File: src/rtl/alu_seq_pkg.sv
// rtl/alu_seq_pkg.sv - shared types and constants for the alumain command sequencer
package alu_seq_pkg;

    localparam int W_DEF  = 6;
    localparam int FW_DEF = 3;

    typedef enum logic [1:0] {
        S_IDLE   = 2'd0,
        S_SETTLE = 2'd1,
        S_RESP   = 2'd2
    } seq_state_t;

    // alumain function selects; every code yields a 1-bit compare result
    localparam logic [FW_DEF-1:0] FXN_AEQB  = 3'b000;
    localparam logic [FW_DEF-1:0] FXN_ANEB  = 3'b001;
    localparam logic [FW_DEF-1:0] FXN_AGTB  = 3'b010;
    localparam logic [FW_DEF-1:0] FXN_AGEB  = 3'b011;
    localparam logic [FW_DEF-1:0] FXN_ALT   = 3'b100;
    localparam logic [FW_DEF-1:0] FXN_ALEB  = 3'b101;
    localparam logic [FW_DEF-1:0] FXN_AZERO = 3'b110;
    localparam logic [FW_DEF-1:0] FXN_BZERO = 3'b111;

    typedef struct packed {
        logic [W_DEF-1:0]  a;
        logic [W_DEF-1:0]  b;
        logic [FW_DEF-1:0] fxn;
    } cmd_t;

endpackage

File: src/rtl/alu_cmd_sequencer_if.sv
// rtl/alu_cmd_sequencer_if.sv - command and response handshake channels of the sequencer
interface alu_cmd_sequencer_if #(
    parameter int W  = 6,
    parameter int FW = 3
);
    logic          cmd_valid;
    logic          cmd_ready;
    logic [W-1:0]  cmd_a;
    logic [W-1:0]  cmd_b;
    logic [FW-1:0] cmd_fxn;

    logic          resp_valid;
    logic          resp_ready;
    logic          resp_result;
    logic [W-1:0]  resp_a;
    logic [W-1:0]  resp_b;
    logic [FW-1:0] resp_fxn;

    modport slave (
        input  cmd_valid, cmd_a, cmd_b, cmd_fxn, resp_ready,
        output cmd_ready, resp_valid, resp_result, resp_a, resp_b, resp_fxn
    );

    modport master (
        output cmd_valid, cmd_a, cmd_b, cmd_fxn, resp_ready,
        input  cmd_ready, resp_valid, resp_result, resp_a, resp_b, resp_fxn
    );
endinterface

File: src/rtl/alu_cmd_fifo.sv
// rtl/alu_cmd_fifo.sv - synchronous command FIFO, no bypass, power-of-two depth
module alu_cmd_fifo
    import alu_seq_pkg::*;
#(
    parameter type word_t = cmd_t,
    parameter int  DEPTH  = 4,
    localparam int AW     = $clog2(DEPTH),
    localparam int CW     = $clog2(DEPTH + 1)
) (
    input  logic          clk,
    input  logic          rst,
    input  logic          push,
    input  word_t         push_data,
    input  logic          pop,
    output word_t         pop_data,
    output logic          full,
    output logic          empty,
    output logic [CW-1:0] count
);

    word_t         mem [DEPTH];
    logic [AW-1:0] wr_ptr;
    logic [AW-1:0] rd_ptr;
    logic          push_ok;
    logic          pop_ok;

    assign full     = (count == CW'(DEPTH));
    assign empty    = (count == '0);
    assign push_ok  = push && !full;
    assign pop_ok   = pop && !empty;
    assign pop_data = mem[rd_ptr];

    // pointers are exactly log2(DEPTH) wide so they wrap on their own
    always_ff @(posedge clk) begin
        if (rst) begin
            wr_ptr <= '0;
            rd_ptr <= '0;
            count  <= '0;
        end else begin
            if (push_ok) begin
                mem[wr_ptr] <= push_data;
                wr_ptr      <= wr_ptr + AW'(1);
            end
            if (pop_ok) begin
                rd_ptr <= rd_ptr + AW'(1);
            end
            case ({push_ok, pop_ok})
                2'b10:   count <= count + CW'(1);
                2'b01:   count <= count - CW'(1);
                default: ;
            endcase
        end
    end

endmodule

File: src/rtl/alu_cmd_sequencer.sv
// rtl/alu_cmd_sequencer.sv - queues commands, drives alumain, captures and returns its result
module alu_cmd_sequencer
    import alu_seq_pkg::*;
#(
    parameter int  W      = W_DEF,
    parameter int  FW     = FW_DEF,
    parameter int  DEPTH  = 4,
    parameter int  SETTLE = 1,
    localparam int CW     = $clog2(DEPTH + 1)
) (
    input  logic               clk,
    input  logic               rst,
    alu_cmd_sequencer_if.slave bus,
    output logic [W-1:0]       alu_a,
    output logic [W-1:0]       alu_b,
    output logic [FW-1:0]      alu_fxn,
    input  logic               alu_result,
    output logic [CW-1:0]      fifo_count,
    output logic               busy,
    output logic [7:0]         done_count
);

    localparam int SCW = $clog2(SETTLE + 1);

    if (DEPTH < 2 || (DEPTH & (DEPTH - 1)) != 0) begin : g_bad_depth
        $error("alu_cmd_sequencer: DEPTH must be a power of two >= 2");
    end
    if (SETTLE < 1) begin : g_bad_settle
        $error("alu_cmd_sequencer: SETTLE must be >= 1");
    end

    typedef struct packed {
        logic [W-1:0]  a;
        logic [W-1:0]  b;
        logic [FW-1:0] fxn;
    } word_t;

    seq_state_t     state;
    seq_state_t     state_next;
    logic [SCW-1:0] settle_cnt;
    logic           pop;
    logic           capture;
    logic           resp_done;
    logic           fifo_full;
    logic           fifo_empty;
    word_t          push_word;
    word_t          head;

    logic           resp_valid_q;
    logic           resp_result_q;
    logic [W-1:0]   resp_a_q;
    logic [W-1:0]   resp_b_q;
    logic [FW-1:0]  resp_fxn_q;

    assign push_word     = '{a: bus.cmd_a, b: bus.cmd_b, fxn: bus.cmd_fxn};
    assign bus.cmd_ready = !fifo_full;

    alu_cmd_fifo #(
        .word_t (word_t),
        .DEPTH  (DEPTH)
    ) u_fifo (
        .clk       (clk),
        .rst       (rst),
        .push      (bus.cmd_valid),
        .push_data (push_word),
        .pop       (pop),
        .pop_data  (head),
        .full      (fifo_full),
        .empty     (fifo_empty),
        .count     (fifo_count)
    );

    always_ff @(posedge clk) begin
        if (rst) begin
            state <= S_IDLE;
        end else begin
            state <= state_next;
        end
    end

    always_comb begin
        state_next = state;
        pop        = 1'b0;
        capture    = 1'b0;
        resp_done  = 1'b0;
        case (state)
            S_IDLE: begin
                if (!fifo_empty) begin
                    pop        = 1'b1;
                    state_next = S_SETTLE;
                end
            end
            S_SETTLE: begin
                if (settle_cnt == SCW'(SETTLE - 1)) begin
                    capture    = 1'b1;
                    state_next = S_RESP;
                end
            end
            S_RESP: begin
                if (bus.resp_ready) begin
                    resp_done  = 1'b1;
                    state_next = S_IDLE;
                end
            end
            default: state_next = S_IDLE;
        endcase
    end

    // operands only move on a pop, so alumain sees a stable input through SETTLE and RESP
    always_ff @(posedge clk) begin
        if (rst) begin
            settle_cnt    <= '0;
            alu_a         <= '0;
            alu_b         <= '0;
            alu_fxn       <= '0;
            resp_valid_q  <= 1'b0;
            resp_result_q <= 1'b0;
            resp_a_q      <= '0;
            resp_b_q      <= '0;
            resp_fxn_q    <= '0;
            done_count    <= '0;
        end else begin
            if (pop) begin
                alu_a      <= head.a;
                alu_b      <= head.b;
                alu_fxn    <= head.fxn;
                settle_cnt <= '0;
            end else if (state == S_SETTLE) begin
                settle_cnt <= settle_cnt + SCW'(1);
            end
            if (capture) begin
                resp_valid_q  <= 1'b1;
                resp_result_q <= alu_result;
                resp_a_q      <= alu_a;
                resp_b_q      <= alu_b;
                resp_fxn_q    <= alu_fxn;
            end else if (resp_done) begin
                resp_valid_q <= 1'b0;
            end
            if (resp_done) begin
                done_count <= done_count + 8'd1;
            end
        end
    end

    assign bus.resp_valid  = resp_valid_q;
    assign bus.resp_result = resp_result_q;
    assign bus.resp_a      = resp_a_q;
    assign bus.resp_b      = resp_b_q;
    assign bus.resp_fxn    = resp_fxn_q;
    assign busy            = (state != S_IDLE) || !fifo_empty;

endmodule

File: src/flat_wrapper.sv
// flat-port wrapper written by rule: the top's interface ports become plain ports
module alu_cmd_sequencer_flat import alu_seq_pkg::*;
#(
    parameter int  W      = W_DEF,
    parameter int  FW     = FW_DEF,
    parameter int  DEPTH  = 4,
    parameter int  SETTLE = 1,
    localparam int CW     = $clog2(DEPTH + 1)
)
  (clk, rst, alu_a, alu_b, alu_fxn, alu_result, fifo_count, busy, done_count, bus_cmd_valid, bus_cmd_a, bus_cmd_b, bus_cmd_fxn, bus_resp_ready, bus_cmd_ready, bus_resp_valid, bus_resp_result, bus_resp_a, bus_resp_b, bus_resp_fxn);
  alu_cmd_sequencer_if #(.W(W), .FW(FW)) bus_i ();
  input  logic clk;
  input  logic rst;
  output logic [W-1:0] alu_a;
  output logic [W-1:0] alu_b;
  output logic [FW-1:0] alu_fxn;
  input  logic alu_result;
  output logic [CW-1:0] fifo_count;
  output logic busy;
  output logic [7:0] done_count;
  input wire logic [$bits(bus_i.cmd_valid)-1:0] bus_cmd_valid;
  input wire logic [$bits(bus_i.cmd_a)-1:0] bus_cmd_a;
  input wire logic [$bits(bus_i.cmd_b)-1:0] bus_cmd_b;
  input wire logic [$bits(bus_i.cmd_fxn)-1:0] bus_cmd_fxn;
  input wire logic [$bits(bus_i.resp_ready)-1:0] bus_resp_ready;
  output wire logic [$bits(bus_i.cmd_ready)-1:0] bus_cmd_ready;
  output wire logic [$bits(bus_i.resp_valid)-1:0] bus_resp_valid;
  output wire logic [$bits(bus_i.resp_result)-1:0] bus_resp_result;
  output wire logic [$bits(bus_i.resp_a)-1:0] bus_resp_a;
  output wire logic [$bits(bus_i.resp_b)-1:0] bus_resp_b;
  output wire logic [$bits(bus_i.resp_fxn)-1:0] bus_resp_fxn;
  assign bus_i.cmd_valid = bus_cmd_valid;
  assign bus_i.cmd_a = bus_cmd_a;
  assign bus_i.cmd_b = bus_cmd_b;
  assign bus_i.cmd_fxn = bus_cmd_fxn;
  assign bus_i.resp_ready = bus_resp_ready;
  assign bus_cmd_ready = bus_i.cmd_ready;
  assign bus_resp_valid = bus_i.resp_valid;
  assign bus_resp_result = bus_i.resp_result;
  assign bus_resp_a = bus_i.resp_a;
  assign bus_resp_b = bus_i.resp_b;
  assign bus_resp_fxn = bus_i.resp_fxn;
  alu_cmd_sequencer #(.W(W), .FW(FW), .DEPTH(DEPTH), .SETTLE(SETTLE)) u_core (.clk(clk), .rst(rst), .bus(bus_i), .alu_a(alu_a), .alu_b(alu_b), .alu_fxn(alu_fxn), .alu_result(alu_result), .fifo_count(fifo_count), .busy(busy), .done_count(done_count));
endmodule
File: config.mk
export PLATFORM = sky130hd
export DESIGN_NAME = alu_cmd_sequencer_flat
export DESIGN_NICKNAME = d
export VERILOG_FILES = /design/src/rtl/alu_seq_pkg.sv /design/src/rtl/alu_cmd_sequencer_if.sv /design/src/rtl/alu_cmd_fifo.sv /design/src/rtl/alu_cmd_sequencer.sv /design/src/flat_wrapper.sv
export SDC_FILE = /design/constraint.sdc
export NUM_CORES = 1
export LEC_CHECK = 0
export ABC_AREA = 0
export CAP_MARGIN = 15
export CORE_UTILIZATION = 43
export CTS_BUF_LIST = sky130_fd_sc_hd__clkbuf_16
export CTS_CLUSTER_SIZE = 30
export DETAILED_ROUTE_END_ITERATION = 16
export GPL_TIMING_DRIVEN = 0
export PLACE_DENSITY = 0.7
export SLEW_MARGIN = 40
export SYNTH_ARGS = -nofsm -noshare
export SYNTH_HDL_FRONTEND = slang
export SYNTH_SLANG_ARGS = --single-unit
File: constraint.sdc
create_clock -name clk -period 5.3 [get_ports clk]
set_input_delay 0.795 -clock clk [delete_from_list [all_inputs] [get_ports clk]]
set_output_delay 0.795 -clock clk [all_outputs]
set_load 0.03 [all_outputs]
==> metrics.md, run 1 <==
| Metric | Value |
|---|---|
| Type of element launching the critical path | `flip-flop` |
| Maximum fanout along the worst path | `8` |
| Hold violation total from the final report | `0` |
| Areal power density over the cells | `between 400 and 500 nW/µm²` |
| Setup Total Neg Slack | `0 ps` |
| Syn avg cell area | `15.2 µm²` |
| WL/cell | `between 15 and 20 µm` |
| Setup skew after layout | `about 7.7 ps` |
| Fin crit share | `approximately half` |
| Average via count per standard cell | `about 5.0` |
| Register clock-pin slew on the reported worst setup and hold paths | `70 ps` |
| First DRT Iteration DRCs | `81` |
| Synthesized Nets | `303` |
| Worst Min Path Start | `u_core.done_count[7]` |
| Headroom to the max-slew limit | `47.4%` |
| Die Footprint | `approximately 10000 µm²` |
| CTS root buf | `clkbuf_16` |
| Synth unique cells | `35` |
| Share of cells above drive strength 1 | `~13%` |
| TritonCTS clock tree | `built` |
| Residual overflow from global routing | `0` |
| Result of the run | `finished, final reports clean` |
| First-pass GRT wire length | `about 13000 µm` |
| Design Power | `2.61 mW` |
| Unrepaired setup endpoints after global routing | `false` |
| Max Clk Rate | `roughly 370 MHz` |
| Max Transition Viols Final | `0` |
| Slack of the worst reg-to-reg path | `2970 ps` |
| Setup violation total in the final timing report | `0` |
| Vias after detailed routing | `2425` |
| Data arrival time at the worst-slack endpoint | `roughly 1900 ps` |
| Netlist area before placement | `4180 µm²` |
| Max Cap Violations | `0` |
| Initial standard-cell utilization of the core | `between 40% and 50%` |
| Number of port buffers | `64` |
| Quantity of gates resized following cts | `0` |
| Startpoint-to-endpoint class of the critical path | `flip-flop to output pin` |
| Start of the worst register-to-register path | `u_core.state[1]` |
| End point of the most critical hold path | `u_core.done_count[7]` |
| Total GRT Usage | `~17%` |
| Placed wire-length estimate after detailed placement | `roughly 5300 µm` |
| Number of optimization iterations in the first detailed-route pass | `4` |
| Number of placement rows | `35` |
| Via count of the first global-routing pass | `between 2000 and 2500` |
| Clock buffers created by TritonCTS | `9` |
| Pin count of the biggest net entering global routing | `19` |
| Layout Nets | `approximately 380` |
| Synthesis-to-layout area growth | `25.8%` |
| Layer with the highest usage after global routing | `met2` |
| Critical path data required time | `around 4500 ps` |
| Transition time at the pin with the least slew margin | `between 700 and 800 ps` |
| Portion of the post-synthesis area used by sequential elements | `67.0%` |
| IO Count | `65` |
| Maximum level of the CTS H-tree | `3` |
| Worst Setup End Kind | `output pin` |
| Die Height | `101 µm` |
| Clk sink count | `110` |
| Number of cells on the worst reg-to-reg path | `10` |
| Antenna cell count | `0` |
| Flops & latches, synth | `between 100 and 150` |
| Met3 Use GR | `4.92%` |
| Static leakage | `approximately 1.8 nW` |
| Hold bufs inserted after CTS | `0` |
| R2R Path End | `u_core.u_fifo.count[2]` |
| Worst skew pair latency | `around 340 ps` |
| Met1 global-route usage | `21.3%` |
| Grt met2 use | `28.6%` |
| DIE WIDTH | `~100 µm` |
| Number of nets with antenna violations after routing | `0` |
| Tmin final | `approximately 2700 ps` |
| DRC | `0` |
| Syn. warnings | `0` |
| Cell count after synthesis | `~280` |
| Number of antenna violations at the first check in global routing | `0` |
| Peak ir drop on the vdd network | `roughly 0.00018 V` |
| Clock Path Buffers | `2` |
| Final weighted congestion in routability-driven placement | `between 0.7 and 0.8` |
| Number of setup buffers added after CTS | `0` |
| Min-Delay Path Depth | `2` |
| Total Wirelength | `just under 8000 µm` |
| Hold Path Class | `flip-flop to flip-flop` |
| Core Footprint | `~9300 µm²` |
## synthesized netlist by cell type
library cell  instances  share of area (%)
a21oi_1              12                1.4
o31ai_1               3               0.54
nor3b_1               3               0.54
a311oi_1              1               0.21
nand3_1               4               0.48
ha_1                  6                1.8
or3_1                 4               0.60
a31o_2                1               0.21
nor3_1                2               0.24
nand2_1               5               0.45
o21a_1                1               0.18
dfxtp_1              50                 24
mux2i_1              17                4.1
buf_2                 2               0.24
or3_4                 1               0.27
nor2_1               27                2.4
clkbuf_1              5               0.45
fa_1                  1               0.48
nand4b_1              1               0.21
or4_1                 2               0.36
o21ai_0               6               0.72
edfxtp_1             60                 43
and2_1                4               0.60
nand3b_4              1               0.48
buf_6                 5                1.3
nor4_2                1               0.30
buf_4                 2               0.36
xor2_1                4               0.84
a21boi_0              1               0.18
a21oi_4               1               0.39
nand3b_1              1               0.18
mux4_2               15                8.1
nand4_1               2               0.30
inv_1                10               0.90
a22o_1               15                3.1
## layer usage
layer,share of wire [%],vias up
li1,-,1186
met1,44,1172
met2,50,57
met3,4.4,10
met4,1.2,0
met5,0,-
## metrics by stage
stage	util, %	instances	hold WS (ps)	worst slack, ps	cell area (µm²)
final	56.4	485	477	2590	5260
after global routing	56.4	485	503	2380	5260
after CTS	56.4	485	481	2570	5260
after detailed placement	53.5	469	472	2220	4990
after global placement	53.4	469	461	2260	4980
after floorplan	-	276	471	2820	4180
## sequential cells by signal (all words and copies together), names as in the netlist, 3 cells and up
name	flops
u_core.u_fifo.mem	60
u_core.done_count	8
u_core.alu_a	6
u_core.alu_b	6
u_core.bus.resp_a	6
u_core.bus.resp_b	6
u_core.alu_fxn	3
u_core.bus.resp_fxn	3
u_core.u_fifo.count	3
## layout make-up
type | count | area (µm²)
Timing Repair Buffer | 64 | 641
Clock inverter | 7 | 47.5
Sequential cell | 110 | 2800
Buffer | 14 | 100
Clock buffer | 9 | 225
Tap cell | 129 | 161
Inverter | 10 | 37.5
Multi-Input combinational cell | 142 | 1240
Fill cell | 779 | 4070
## placed cells by master (no fill, tap or decap), drive strengths merged, types with 2 or more instances in the layout
cell / n
nand3b: 2
o21ai: 6
clkinv: 5
clkdlybuf4s50: 64
nand3: 4
edfxtp: 60
and2: 4
nor3: 2
or3: 5
clkbuf: 14
nor3b: 3
nand2: 5
a22o: 15
mux2i: 17
o31ai: 3
buf: 9
a21oi: 13
or4: 2
inv: 12
ha: 6
nand4: 2
mux4: 15
nor2: 27
dfxtp: 50
xor2: 4
## cells by family after synthesis
kind of cell,share of synthesized area [%]
compound gates,7.00
xor+xnor,0.838
fa+ha+maj,2.27
buf+inv,3.29
flops,67.0
mux,12.1
simple gates,7.42
## power breakdown
| group | internal, mW | leakage (nW) | switching [mW] |
|---|---|---|---|
| clock network | 0.320 | 0.137 | 0.294 |
| registers | 1.02 | 0.952 | 0.0864 |
| logic | 0.403 | 0.713 | 0.489 |
| total | 1.74 | 1.80 | 0.870 |
## worst max-delay path by stage
stage | startpoint | endpoint | slack [ps] | cells after the start
2_1_floorplan | u_core.u_fifo.count[2] | u_core.u_fifo.count[2] | 2820 | 9
3_3_place_gp | rst | u_core.u_fifo.mem[1][1] | 2260 | 4
3_5_place_dp | rst | u_core.u_fifo.mem[2][0] | 2220 | 4
4_1_cts | u_core.state[1] | busy | 2570 | 4
5_1_grt | u_core.u_fifo.count[2] | bus_cmd_ready | 2380 | 3
6_report | u_core.state[1] | busy | 2590 | 4
## worst max-delay path, cell delays in order, from the launching register on
cell,delay (ps)
dfxtp_1,300
buf_2,160
nor2_1,370
nand2_1,120
clkdlybuf4s50_1,610
Note: power is estimated with default switching activity, not from simulation.
==> run 2, diff against run 1 <==
- PLACE_DENSITY: 0.7 -> 0.73
- clock period: 5.3 -> 2.4 ns (I/O delays scaled with it)
==> run 2 against run 1 <==
  * Non-clock buffer count unchanged
  * Worst setup slack worse by 2500 ps
  * Critical path depth up 6
  * Sequential cell count unchanged
  * Utilization up 0.44 points
  * First-iteration DRC count up 25%
  * Cell area up 0.78%
  * Sequential power up 120%
  * Register-to-register slack worse by 2900 ps
  * Die area unchanged
  * Count of clock-buffer cells in the layout unchanged
==> metrics.md, run 2 (same netlist as run 1, synthesis figures left out) <==
| Metric | Value |
|---|---|
| Antenna cell count | `0 (unchanged)` |
| Design Power | `5.93 mW (was 2.61 mW)` |
| WHS | `482 ps (was 477 ps)` |
| DRC | `0 (unchanged)` |
| Largest Register | `u_core.u_fifo.mem (unchanged)` |
| First DRT Iteration DRCs | `101 (was 81)` |
| Largest registers | `u_core.u_fifo.mem (60), u_core.done_count (8) (unchanged)` |
| Die Height | `101 µm (unchanged)` |
| Core Footprint | `9330 µm² (unchanged)` |
| Clk sink count | `110 (unchanged)` |
| Max Clk Rate | `~440 MHz` |
| Transition time at the pin with the least slew margin | `742 ps (was 789 ps)` |
| Max Transition Viols Final | `0 (unchanged)` |
| Synthesis-to-layout area growth | `26.8% (was 25.8%)` |
| Final standard cell count with taps included and fillers excluded | `485 (unchanged)` |
| Post-layout util | `56.8% (was 56.4%)` |
| Average via count per standard cell | `5.08 (was 5.00)` |
| Type of element launching the critical path | `flip-flop (unchanged)` |
| Maximum fanout along the worst path | `8 (unchanged)` |
| Slack of the worst reg-to-reg path | `110 ps (was 2970 ps)` |
| First-pass GRT wire length | `12500 µm (about the same)` |
| Worst Setup End Kind | `flip-flop (was output pin)` |
| Setup skew after layout | `6.74 ps (was 7.72 ps)` |
| Number of optimization iterations in the first detailed-route pass | `4 (unchanged)` |
| Startpoint-to-endpoint class of the critical path | `flip-flop to flip-flop (was flip-flop to output pin)` |
| Vias after detailed routing | `2465 (was 2425)` |
| Clock Path Buffers | `2 (unchanged)` |
| Number of cells on the worst reg-to-reg path | `10 (unchanged)` |
| Max Cap Violations | `0 (unchanged)` |
| Result of the run | `finished, final reports clean (unchanged)` |
| Power Internal | `3.96 mW (was 1.74 mW)` |
| Worst skew pair latency | `350 ps (was 340 ps)` |
| Start of the worst register-to-register path | `u_core.state[1] (unchanged)` |
| Clock buffers created by TritonCTS | `9 (unchanged)` |
| Total GRT Usage | `17.0% (was 17.1%)` |
| IO Count | `65 (unchanged)` |
| Tmin final | `~2300 ps` |
| Number of setup buffers added after CTS | `0 (unchanged)` |
| Residual overflow from global routing | `0 (unchanged)` |
| WL/cell | `16.6 µm (was 16.1 µm)` |
| Launch point of the critical path | `u_core.state[1] (unchanged)` |
| Via count of the first global-routing pass | `2353 (was 2402)` |
| Data arrival time at the worst-slack endpoint | `2550 ps (was 1910 ps)` |
| Fraction of power consumed by the clock network | `24.9% (was 23.5%)` |
| Register clock-pin slew on the reported worst setup and hold paths | `70 ps (about the same)` |
| Number of antenna violations at the first check in global routing | `0 (unchanged)` |
| Net Switching | `1.97 mW (was 0.870 mW)` |
| Layout Nets | `378 (unchanged)` |
| Static leakage | `1.82 nW (was 1.80 nW)` |
| WL met3 | `405 µm (was 343 µm)` |
| Initial standard-cell utilization of the core | `44.8% (unchanged)` |
| CTS root buf | `clkbuf_16 (unchanged)` |
| Setup Total Neg Slack | `0 ps (unchanged)` |
| Most frequent standard cell in the layout excluding fill and tap cells | `clkdlybuf4s50_1 (unchanged)` |
| Number of nets with antenna violations after routing | `0 (unchanged)` |
| Critical path data required time | `2670 ps (was 4510 ps)` |
| Peak ir drop on the vdd network | `0.000648 V (was 0.000182 V)` |
| Worst Min Path Start | `u_core.done_count[7] (unchanged)` |
| Pin count of the biggest net entering global routing | `19 (unchanged)` |
| Maximum level of the CTS H-tree | `3 (unchanged)` |
| Final weighted congestion in routability-driven placement | `0.730 (was 0.714)` |
| Proportion of power drawn by combinational gates | `33.8% (was 34.2%)` |
| Switching share of total power | `33.2% (was 33.3%)` |
| Hold bufs inserted after CTS | `0 (unchanged)` |
| Portion of total power attributed to sequential cells | `41.2% (was 42.3%)` |
| WL met2 | `3980 µm (was 3910 µm)` |
| Areal power density over the cells | `1120 nW/µm² (was 496 nW/µm²)` |
| R2R Path End | `u_core.u_fifo.count[2] (unchanged)` |
| Placed wire-length estimate after detailed placement | `5270 µm (about the same)` |
| Min-Delay Path Depth | `2 (unchanged)` |
| End point of the most critical hold path | `u_core.done_count[7] (unchanged)` |
| Number of placement rows | `35 (unchanged)` |
| DP Cell Count | `469 (unchanged)` |
| Most frequent cells in the layout | `clkdlybuf4s50_1 (64), edfxtp_1 (60), dfxtp_1 (49), nor2_1 (26), mux2i_1 (17) (was clkdlybuf4s50_1 (64), edfxtp_1 (60), dfxtp_1 (50), nor2_1 (27), mux2i_1 (17))` |
| TritonCTS clock tree | `built (unchanged)` |
| Total Wirelength | `8030 µm (was 7820 µm)` |
| Headroom to the max-slew limit | `50.1% (was 47.4%)` |
| DIE WIDTH | `101 µm (unchanged)` |
| Share of cells above drive strength 1 | `14.0% (was 12.9%)` |
| Metal1 wirelength | `3540 µm (was 3480 µm)` |
| Fin crit share | `95.3%` |
| Number of port buffers | `64 (unchanged)` |
| Hold violation total from the final report | `0 (unchanged)` |
| Flip-flop count of the largest register, all copies and words added | `60 (unchanged)` |
| Hold Path Class | `flip-flop to flip-flop (unchanged)` |
| Highest routed layer | `met4 (unchanged)` |
| Unrepaired setup endpoints after global routing | `false (unchanged)` |
| Setup violation total in the final timing report | `0 (unchanged)` |
| Die Footprint | `10100 µm² (unchanged)` |
[run 2: area by class of cell]
cell class	count	area [µm²]
plain buffers	14	100
clock buffers	9	225
clock inverters	7	72.6
fillers	781	4030
inverters	10	37.5
multi-input cells	142	1260
flip-flops and latches	110	2800
well taps	129	161
repair buffers	64	641
[run 2: worst max path at each step]
stage | to | slack, ps
after floorplan | u_core.u_fifo.count[2] | 10
after detailed placement | u_core.u_fifo.mem[0][0] | -190
after global placement | u_core.u_fifo.mem[3][0] | -180
after CTS | u_core.u_fifo.count[2] | 20
final | u_core.u_fifo.count[2] | 110
after global routing | u_core.u_fifo.count[2] | 3
[run 2: metal layers]
layer,vias up,global-route usage [%]
met5,-,0
met4,0,5.46
met3,11,4.99
met2,66,28.8
met1,1201,20.9
li1,1187,-
[run 2: repair_timing]
item	4_1_cts	5_1_grt
setup endpoints to repair	1	1
endpoints found under the hold margin	0	0
gates resized for setup	1	2
cloned	0	0
[run 2: per-stage QoR]
stage / cell area, µm² / worst slack, ps
after floorplan: 4180 / 11.8
after global placement: 4980 / -180
after detailed placement: 4990 / -190
after CTS: 5290 / 20.8
after global routing: 5300 / 3.11
final: 5300 / 112
[run 2: power by group through the flow]
stage	sequential (mW)	combinational, mW	clock (mW)
CTS	2.44	2.00	1.51
global placement	2.47	1.97	0
floorplan	2.77	1.01	0
detailed placement	2.48	1.99	0
finish	2.44	2.00	1.48
global route	2.47	2.14	1.57
[run 2: critical path: stages (launching register included)]
cell and delay (ps):
dfxtp_1 300, buf_2 170, nor2_2 250, nand2_1 110, inv_1 90, ha_1 190
inv_1 70, fa_1 370, xor2_1 160, or3_1 320, a21oi_1 160
